--- src/rtl/weight_stream_fifo.sv ---
// rtl/weight_stream_fifo.sv - parametrised DRAM-to-accelerator weight staging FIFO
// Circular buffer with separate occupancy register, optional first-word-fall-through read.
module weight_stream_fifo #(
    parameter int DATA_W    = 16,
    parameter int DEPTH     = 16,
    parameter int FWFT      = 0,
    parameter int AFULL_TH  = DEPTH - 2,
    parameter int AEMPTY_TH = 2
) (
    input  logic                    clk,
    input  logic                    reset,
    input  logic                    clr,
    input  logic                    wr_en,
    input  logic [DATA_W-1:0]       wr_data,
    input  logic                    rd_req,
    output logic [DATA_W-1:0]       rd_data,
    output logic                    rd_valid,
    output logic                    full,
    output logic                    empty,
    output logic                    almost_full,
    output logic                    almost_empty,
    output logic [$clog2(DEPTH):0]  count,
    output logic                    overflow,
    output logic                    underflow
);
    localparam int AW = $clog2(DEPTH);
    localparam int CW = AW + 1;
    localparam logic [CW-1:0] DEPTH_C  = CW'(DEPTH);
    localparam logic [CW-1:0] AFULL_C  = CW'(AFULL_TH);
    localparam logic [CW-1:0] AEMPTY_C = CW'(AEMPTY_TH);

    logic [DATA_W-1:0] mem [DEPTH];

    logic [AW-1:0]     wptr_q, wptr_d;
    logic [AW-1:0]     rptr_q, rptr_d;
    logic [CW-1:0]     count_q, count_d;
    logic [DATA_W-1:0] rd_data_q, rd_data_d;
    logic              rd_valid_q, rd_valid_d;
    logic              overflow_q, overflow_d;
    logic              underflow_q, underflow_d;

    logic              do_push;
    logic              do_pop;
    logic              mem_we;
    logic [DATA_W-1:0] head;

    assign head = mem[rptr_q];

    always_comb begin
        full         = (count_q == DEPTH_C);
        empty        = (count_q == '0);
        almost_full  = (count_q >= AFULL_C);
        almost_empty = (count_q <= AEMPTY_C);

        // A pop frees the slot a write on a full FIFO needs in the same cycle.
        do_pop  = rd_req && !empty;
        do_push = wr_en && (!full || do_pop);

        wptr_d      = wptr_q;
        rptr_d      = rptr_q;
        count_d     = count_q;
        rd_data_d   = rd_data_q;
        rd_valid_d  = 1'b0;
        overflow_d  = overflow_q;
        underflow_d = underflow_q;
        mem_we      = 1'b0;

        if (clr) begin
            wptr_d      = '0;
            rptr_d      = '0;
            count_d     = '0;
            overflow_d  = 1'b0;
            underflow_d = 1'b0;
        end else begin
            mem_we = do_push;
            if (do_push) begin
                wptr_d = wptr_q + AW'(1);
            end
            if (do_pop) begin
                rptr_d     = rptr_q + AW'(1);
                rd_data_d  = head;
                rd_valid_d = 1'b1;
            end
            case ({do_push, do_pop})
                2'b10:   count_d = count_q + CW'(1);
                2'b01:   count_d = count_q - CW'(1);
                default: count_d = count_q;
            endcase
            if (wr_en && !do_push) begin
                overflow_d = 1'b1;
            end
            if (rd_req && empty) begin
                underflow_d = 1'b1;
            end
        end
    end

    always_ff @(posedge clk or negedge reset) begin
        if (!reset) begin
            wptr_q      <= '0;
            rptr_q      <= '0;
            count_q     <= '0;
            rd_data_q   <= '0;
            rd_valid_q  <= 1'b0;
            overflow_q  <= 1'b0;
            underflow_q <= 1'b0;
        end else begin
            wptr_q      <= wptr_d;
            rptr_q      <= rptr_d;
            count_q     <= count_d;
            rd_data_q   <= rd_data_d;
            rd_valid_q  <= rd_valid_d;
            overflow_q  <= overflow_d;
            underflow_q <= underflow_d;
        end
    end

    always_ff @(posedge clk) begin
        if (mem_we) begin
            mem[wptr_q] <= wr_data;
        end
    end

    // In FWFT mode an empty FIFO shows the last popped word so rd_data still resets to zero.
    assign rd_data   = (FWFT != 0 && !empty) ? head : rd_data_q;
    assign rd_valid  = (FWFT != 0) ? !empty : rd_valid_q;
    assign count     = count_q;
    assign overflow  = overflow_q;
    assign underflow = underflow_q;

endmodule

--- config.mk ---
export PLATFORM = sky130hd
export DESIGN_NAME = weight_stream_fifo
export DESIGN_NICKNAME = d
export VERILOG_FILES = /design/src/rtl/weight_stream_fifo.sv
export SDC_FILE = /design/constraint.sdc
export NUM_CORES = 1
export LEC_CHECK = 0
export CORE_MARGIN = 10
export CORE_UTILIZATION = 35
export CTS_CLUSTER_DIAMETER = 80
export CTS_CLUSTER_SIZE = 16
export DETAILED_ROUTE_END_ITERATION = 12
export GPL_ROUTABILITY_DRIVEN = 0
export GPL_TIMING_DRIVEN = 0
export HOLD_SLACK_MARGIN = 0.12
export PLACE_DENSITY = 0.54
export RECOVER_POWER = 100
export SLEW_MARGIN = 20
export SYNTH_ARGS = -nofsm -noshare
export SYNTH_HDL_FRONTEND = slang
export SYNTH_SLANG_ARGS = --single-unit
--- constraint.sdc ---
create_clock -name clk -period 3 [get_ports clk]
set_input_delay 0.6 -clock clk [delete_from_list [all_inputs] [get_ports clk]]
set_output_delay 0.6 -clock clk [all_outputs]
set_load 0.1 [all_outputs]
==> results of run 1 <==
metrics by stage:
stage / power [mW] / util / setup TNS, ns
finish: 10.1 / 0.412 / 0
global route: 10.5 / 0.412 / 0
CTS: 10.3 / 0.417 / 0
detailed placement: 7.47 / 0.395 / -17.82
global placement: 7.40 / 0.388 / -197.38
floorplan: 6.66 / - / 0
layout make-up:
cell class                 count  share of cell area
sequential                   288               0.650
multi-input combinational    235               0.204
clock buffer                  37              0.0464
timing repair buffer          59              0.0422
tap                          402              0.0385
buffer                        29              0.0120
clock inverter                 3             0.00478
inverter                       9             0.00258
antenna                        2            0.000383
tightest hold or removal path: stages:
cell and delay (ns):
buf_2 0.16, a31oi_1 0.14, nor2_1 0.05
per-layer routing:
metal / GRT usage / vias to the layer above / part of all wire
met3: 0.0242 / 30 / 0.051
li1: - / 2452 / -
met5: 0 / - / 0.00050
met4: 0.0311 / 2 / 0.018
met1: 0.183 / 2987 / 0.46
met2: 0.211 / 142 / 0.47
logic make-up after synthesis:
kind of cell	count (synthesis)	synth area share
xor gates and xnor gates	8	0.00620
muxes	89	0.152
DFF	288	0.751
buffers and inverters	38	0.0168
and+or+nand+nor	63	0.0255
AOI/OAI and AO/OA	66	0.0379
adders and majority gates	9	0.0106
sequential cells by signal, summed over array words and instances (netlist names):
register,count
rd_data,16
mem,256
rptr_q,4
count,5
underflow,1
wptr_q,4
rd_valid,1
overflow,1
cells in the mapped netlist (5+ instances only):
cell type    n  area [um2]
nor2_1      37         139
ha_1         8         100
buf_2       11        55.1
nand2_1      9        33.8
mux2i_1      5        50.1
a21oi_1     19        95.1
o22ai_1     32         200
dfrtp_1     32         801
clkbuf_1    10        37.5
mux2_2      20         225
mux4_2      64        1440
edfxtp_1   256        7690
inv_1        9        33.8
power by group:
group	total [mW]	internal (mW)	switching [mW]
clock	2.85	1.48	1.36
sequential	4.74	4.55	0.190
combinational	2.53	0.616	1.91
total	10.1	6.65	3.46
worst min path at each step:
stage / from / end / slack, ns / cells after the start
2_1_floorplan: reset / count[0] / 0.30 / 0
3_3_place_gp: underflow / underflow / 0.48 / 2
3_5_place_dp: reset / underflow / 0.51 / 1
4_1_cts: rd_req / underflow / 0.46 / 3
5_1_grt: rd_req / underflow / 0.49 / 3
6_report: rd_req / underflow / 0.47 / 3
what timing repair did:
action | 4_1_cts | 5_1_grt
gates cloned | 0 | 0
hold endpoints to repair | 9 | 0
setup endpoints to repair | 3 | 2
resized for setup | 11 | 4
hold buffers | 1 | 0
==> impl_results.md, run 1 <==
- Outcome: completed
- Number of max-cap violations: 0
- Vias in the first global route: about 5800
- Worst-path clk slew: 0.08 ns
- Buf+Inv Stages, Crit Path: 1
- Final worst path period share: 0.972
- Largest net degree at the start of global routing: 24
- Antenna-violating nets left: 0
- Syn_nets: 591
- Final hold vios: 0
- Drc violations: 0
- DR vias/cell: 5.28
- Placeable core area: 31700 um2
- Post-Synthesis Cell Area: around 11000 um2
- Worst Setup Slack, final: 0.0828 ns
- Die W: around 200 um
- Delay-heaviest family, CP: buffers and inverters
- Worst EP required: approximately 2.4 ns
- Worst path arrival time: 2.32 ns
- Final setup viols: 0
- Worst IR drop on VDD: approximately 0.85 mV
- PortBufs: 47
- Initial antenna violation count: 3
- Leakage: 4.12 nW
- First-pass DRT Iterations: 4
- Most frequent cells in the layout: 256 x edfxtp_1, 64 x mux4_2, 43 x dlygate4sd3_1
- R2R depth: 10
- Critical path capture point: almost_full
- Wire per inst: 24.5 um
- Chip Height: around 200 um
- Worst Path Max Fanout: 7
- DR iter-0 viols: roughly 360
- Ratio of cells with drive above 1 in the final layout: 0.248
- Yosys warning count: 0
- Register Area: 8490 um2
- Nets: between 600 and 700
- Min cycle time layout: 2.92 ns
- Crit-path max cell delay: 1.14 ns
- Final Hold Slack: roughly 0.47 ns
- Worst-Margin Slew: 1.42 ns
- Unrepaired setup endpoints after global routing: false
- R2R Path End: count[4]
- Total gr overflow: 0
- FMAX: 343 MHz
- # rows: 65
- Skew-Pair Late Insertion Delay: 0.53 ns
- Slew Limit Fails: 0
- Synth-to-Final Area Change: 15.7%
- Fill cell count: roughly 2800
- Post-Route WL: 26000 um
- Reg-to-Reg Start: count[1]
- Inserted Clock Buffers: 22
- Worst setup path start: count[3]
- Hold/Removal Path Class: in2reg
- Slowest CP cell: clkdlybuf4s50_1
- Distinct cell type count after synthesis: just over 40
- Clock net sink count: 288
- GRT Util Overall: 0.132
- Crit path kind: reg2out
- Vias: roughly 5600
- Root Driver: clkbuf_16
- Type of origin of the critical path: flop
- Avg Cell Area, Syn: 20.1 um2
- Setup bufs post-CTS: 0
- Most common cell after layout, fill and taps aside: edfxtp_1
- Number of synthesized flops with an enable pin: 256
- Dpl cell area: 12500 um2
- Pre-CTS setup slack: -0.198 ns
- Gate Count Post-Synth: 561
- CTS tree: yes
- First-pass GRT wire length: 38500 um
- Post-synthesis sequential area ratio: 0.751
- Placed Instances: 1021
- H-tree levels: 1
- Finished Layout Cells: 1064
- HPWL after DPL: 17300 um
- Primary FF master, synth: edfxtp_1
- Die ar.: roughly 40000 um2
- IO Count: 49
- Synth Register Bits: ~290
- Initial Util: 0.356
- Worst Setup End Kind: output pin
- Post-synth ARST share: 0.111
- R2R Setup Slk: 0.21 ns
- Post-route cell area: 13100 um2
- Slew margin rel.: 0.0522
- CP Depth: 3
- CTS max path bufs: 3
- Worst path cell trace: nand3_1 -> nand2_1 -> clkdlybuf4s50_1
- Clock Skews: between 0.015 and 0.02 ns
- Pwr/cell area: 773 nW/um2
- Multi-input logic area: roughly 2700 um2
Power figures use the tool's default switching activity.
==> inputs of run 2 (changes only) <==
--- a/config.mk
+++ b/config.mk
@@ -19,3 +19,4 @@
 export SYNTH_ARGS = -nofsm -noshare
 export SYNTH_HDL_FRONTEND = slang
 export SYNTH_SLANG_ARGS = --single-unit
+export TNS_END_PERCENT = 30
==> run 2 against run 1 <==
  * The flow now finishes with violations (capacitance limit, slew limit)
  * Sequential cell count unchanged
  * Cell count increased by 0.28%
  * First-iteration DRC count grew 13%
  * Combinational power increased by 4%
  * Largest power group unchanged
  * Design area rose by 1.4%
  * Highest routed layer unchanged
  * Critical endpoint is now count[4]
==> impl_results.md, run 2 (synthesis results as in run 1) <==
- Slowest CP cell: or4_1
- FMAX: 351 MHz
- Placeable core area: 31700 um2
- Clock Skews: between 0.015 and 0.02 ns
- Hold/Removal Path Class: in2async
- Largest net degree at the start of global routing: 29
- Wire per inst: 24.3 um
- Die ar.: 39900 um2
- Final setup viols: 0
- Crit-path max cell delay: 0.54 ns
- Finished Core Util: 0.418
- Worst Setup Slack, final: around 0.15 ns
- Worst-path clk slew: 0.07 ns
- CP Depth: 10
- Unrepaired setup endpoints after global routing: true
- Synth-to-Final Area Change: 17.3%
- HPWL after DPL: 18000 um
- Leakage: between 4 and 5 nW
- Initial antenna violation count: 1
- Slew Limit Fails: 29
- Worst-Margin Slew: 1.69 ns
- Most frequent cells in the layout: 256 x edfxtp_1, 64 x mux4_2, 32 x o22ai_1
- First-pass GRT wire length: 38800 um
- Largest register FFs: 256
- Min cycle time layout: 2.85 ns
- Worst EP required: 3.42 ns
- Most flop-heavy register: mem
- Most common cell after layout, fill and taps aside: edfxtp_1
- Delay-heaviest family, CP: simple AND/OR/NAND/NOR gates
- # rows: 65
- First-pass DRT Iterations: 4
- Skew-Pair Late Insertion Delay: 0.52 ns
- Worst path arrival time: approximately 3.3 ns
- Total gr overflow: 0
- Dpl cell area: approximately 13000 um2
- GRT Util Overall: 0.132
- H-tree levels: 1
- Nets: 680
- Worst IR drop on VDD: 0.876 mV
- Type of origin of the critical path: flop
- Drc violations: 0
- Ratio of cells with drive above 1 in the final layout: 0.262
- Crit path kind: reg2reg
- Post-route cell area: 13300 um2
- Setup bufs post-CTS: 0
- DR vias/cell: 5.35
- Inserted Clock Buffers: 22
- Chip Height: 200 um
- Die W: roughly 200 um
- Root Driver: clkbuf_16
- R2R depth: 10
- Final Hold Slack: 0.481 ns
- Slew margin rel.: -0.126
- Setup TNS: 0 ns
- Pwr/cell area: 768 nW/um2
- IO Count: 49
- N_diodes: 0
- Failing checks: capacitance limit, slew limit
- Outcome: finished with violations
- Final hold vios: 0
- Initial Util: 0.356
- Worst Setup End Kind: flop
- PortBufs: 47
- Post-Route WL: 25900 um
- Number of max-cap violations: 1
- Pre-CTS setup slack: -0.234 ns
- Antenna-violating nets left: 0
- CTS tree: yes
- Final worst path period share: 0.951
- Vias in the first global route: 6121
- Worst Path Max Fanout: 9
- DR iter-0 viols: 401
- Vias: 5704
- Worst path cell trace: or4_1 -> buf_4 -> o21ai_4 -> or2_2 -> inv_1 -> ha_1 -> nand2b_1 -> a21oi_4 -> mux2_2 -> a31oi_1
- Buf+Inv Stages, Crit Path: 2
- CTS max path bufs: 3
- Clock net sink count: 288
[run 2: cell types whose count changed in the layout (fill, tap and decap cells not counted), sizes merged]
cell           before  now
buf                21   36
clkbuf             59   48
clkdlybuf4s50       1   26
diode               2    0
dlygate4sd2         0    1
dlygate4sd3        43   17
inv                 9   10
[run 2: routing by layer]
| metal | track usage | routed length (um) | up-vias |
|---|---|---|---|
| met5 | 0 | 12 | - |
| met2 | 0.220 | 12700 | 172 |
| met1 | 0.175 | 11300 | 3036 |
| met4 | 0.0266 | 443 | 2 |
| met3 | 0.0289 | 1560 | 36 |
| li1 | - | - | 2458 |
[run 2: metrics by stage]
step	power, mW	cells
6_report	10.2	1067
5_1_grt	10.6	1067
4_1_cts	10.3	1067
3_5_place_dp	7.46	1027
3_3_place_gp	7.39	1010
2_1_floorplan	6.65	561
[run 2: what timing repair did]
action                                  4_1_cts  5_1_grt
gates resized for setup                      15        5
hold buffers                                  1        0
endpoints found under the hold margin         4        0
endpoints found under the setup margin        5        2
[run 2: power by group]
part	switching (mW)	total [mW]	internal [mW]
combinational	1.94	2.63	0.685
sequential	0.193	4.74	4.55
clock	1.33	2.80	1.47
total	3.46	10.2	6.71
[run 2: cell type report]
cell class	count	area, um2
buffer	29	156
clock buffer	35	599
clock inverter	4	62.6
fill	2838	18500
inverter	9	33.8
multi-input combinational	235	2700
sequential	288	8490
tap	402	503
timing repair buffer	65	707
[run 2: worst paths after layout]
kind | startpoint | end | slack [ns]
worst max-delay path | count[1] | count[4] | 0.15
worst min-delay path | reset | count[2] | 0.48
worst max register to register | count[1] | count[4] | 0.15
worst min register to register | underflow | underflow | 0.51
max in group asynchronous | reset | rd_data[13] | 0.65
min in group clk | rd_req | underflow | 0.51
==> inputs of run 3 (changes only) <==
--- a/config.mk
+++ b/config.mk
@@ -13,7 +13,7 @@
 export GPL_ROUTABILITY_DRIVEN = 0
 export GPL_TIMING_DRIVEN = 0
 export HOLD_SLACK_MARGIN = 0.12
-export PLACE_DENSITY = 0.54
+export PLACE_DENSITY_LB_ADDON = 0.1
 export RECOVER_POWER = 100
 export SLEW_MARGIN = 20
 export SYNTH_ARGS = -nofsm -noshare
==> run 3 against run 2 <==
  * The flow still finishes with violations (capacitance limit, slew limit)
  * Via count decreased by 1.3%
  * Clock-buffer cell count decreased by 1
  * Fmax decreased by 1.9%
  * Critical path depth decreased by 9
  * Die area unchanged
  * Worst setup slack got worse by 0.054 ns
  * Design area decreased by 1.1%
  * Global-route usage increased by 0.97 points
  * Clock skew decreased by 0.0046 ns
  * Sequential power about the same
  * Worst hold slack got worse by 0.0078 ns
==> impl_results.md, run 3 (synthesis results as in run 1) <==
- GRT Util Overall: 0.142
- Finished Core Util: 0.413
- Vias in the first global route: 5979
- Worst-Margin Slew: about 1.7 ns
- Root Driver: clkbuf_16
- CTS tree: yes
- Die ar.: between 30000 and 40000 um2
- N_diodes: 0
- Initial Util: 0.356
- Worst Setup End Kind: output pin
- Clock Skews: 0.0115 ns
- H-tree levels: 1
- Pre-CTS setup slack: -0.246 ns
- Hold/Removal Path Class: in2reg
- Inserted Clock Buffers: 22
- Worst path arrival time: ~2.3 ns
- Nets: 668
- PortBufs: 47
- Leakage: 4.09 nW
- First-pass DRT Iterations: 4
- Most frequent cells in the layout: 256 x edfxtp_1, 64 x mux4_2, 43 x dlygate4sd3_1
- Setup bufs post-CTS: 0
- Buf+Inv Stages, Crit Path: 1
- Largest register FFs: 256
- Unrepaired setup endpoints after global routing: false
- Slew Limit Fails: 26
- Failing checks: capacitance limit, slew limit
- Synth-to-Final Area Change: 16.0%
- Slew margin rel.: -0.117
- Crit-path max cell delay: 1.27 ns
- Crit path kind: reg2out
- Worst Setup Slack, final: 0.0943 ns
- Outcome: finished with violations
- Skew-Pair Late Insertion Delay: 0.52 ns
- Die W: 200 um
- Clock net sink count: 288
- Worst EP required: 2.40 ns
- Placeable core area: around 32000 um2
- Ratio of cells with drive above 1 in the final layout: 0.244
- Setup TNS: 0 ns
- Final worst path period share: 0.969
- Power consumption: around 10 mW
- Largest net degree at the start of global routing: 26
- Chip Height: 200 um
- Most flop-heavy register: mem
- Antenna-violating nets left: 0
- DR iter-0 viols: 361
- Slowest CP cell: dlygate4sd3_1
- Final Hold Slack: ~0.47 ns
- Min cycle time layout: 2.91 ns
- Worst Path Max Fanout: 7
- Total gr overflow: 0
- Drc violations: 0
- Pwr/cell area: 773 nW/um2
- Most common cell after layout, fill and taps aside: edfxtp_1
- IO Count: ~50
- Delay-heaviest family, CP: buffers and inverters
- HPWL after DPL: approximately 18000 um
- Worst IR drop on VDD: 0.911 mV
- Final setup viols: 0
- Number of max-cap violations: 1
- Vias: 5627
- # rows: 65
- Worst path cell trace: dlygate4sd3_1
- Wire per inst: around 26 um
- Final hold vios: 0
- Initial antenna violation count: 2
- DR vias/cell: 5.34
- FMAX: 344 MHz
- Post-Route WL: 27800 um
- Worst-path clk slew: 0.07 ns
- CTS max path bufs: 3
- First-pass GRT wire length: ~41000 um
- Type of origin of the critical path: flop
==> run 3: changes by cell type in the layout (fill, tap and decap cells not counted), moves of 2 or more <==
cell	previous run	this run
clkdlybuf4s50_1	26	0
nor2_4	0	12
dlygate4sd3_1	17	43
buf_8	15	4
clkbuf_1	25	28
buf_2	12	9
buf_1	3	1
nor2_2	16	4
==> run 3: where the power goes <==
part           total [mW]  internal [mW]  switching, mW
sequential           4.73           4.55          0.179
combinational        2.56          0.622           1.93
clock                2.85           1.51           1.35
total                10.1           6.68           3.46
==> run 3: cell type report <==
type	count	area (um2)
clock buffers	34	617
clock inverters	3	46.3
inverters	9	33.8
plain buffers	29	154
flip-flops and latches	288	8490
repair buffers	53	526
well taps	402	503
multi-input cells	235	2740
fillers	2844	18600
==> run 3: per-layer routing <==
layer / routed length [um] / GRT usage
met1: 12600 / 0.194
met2: 13300 / 0.232
met3: 1290 / 0.0230
met4: 618 / 0.0342
met5: 13 / 0
==> run 3: worst paths after layout <==
check	end	startpoint	slack [ns]	cells after the start
worst max-delay path	count[2]	count[2]	0.09	1
worst min-delay path	underflow	rd_req	0.47	3
worst max register to register	count[4]	count[1]	0.18	10
worst min register to register	overflow	overflow	0.51	2
max in group asynchronous	rd_data[13]	reset	0.53	3
min in group asynchronous	underflow	reset	0.55	2
==> run 3: what timing repair did <==
item	CTS	global route
resized for setup	15	4
setup endpoints to repair	5	2
hold buffers	1	0
hold endpoints to repair	7	0
==> run 3: through the flow <==
step                      cell area (um2)  std cells
after CTS                           13200       1053
final                               13100       1053
after detailed placement            12500       1015
after global placement              12300       1010
after global routing                13100       1053
after floorplan                     11300        561
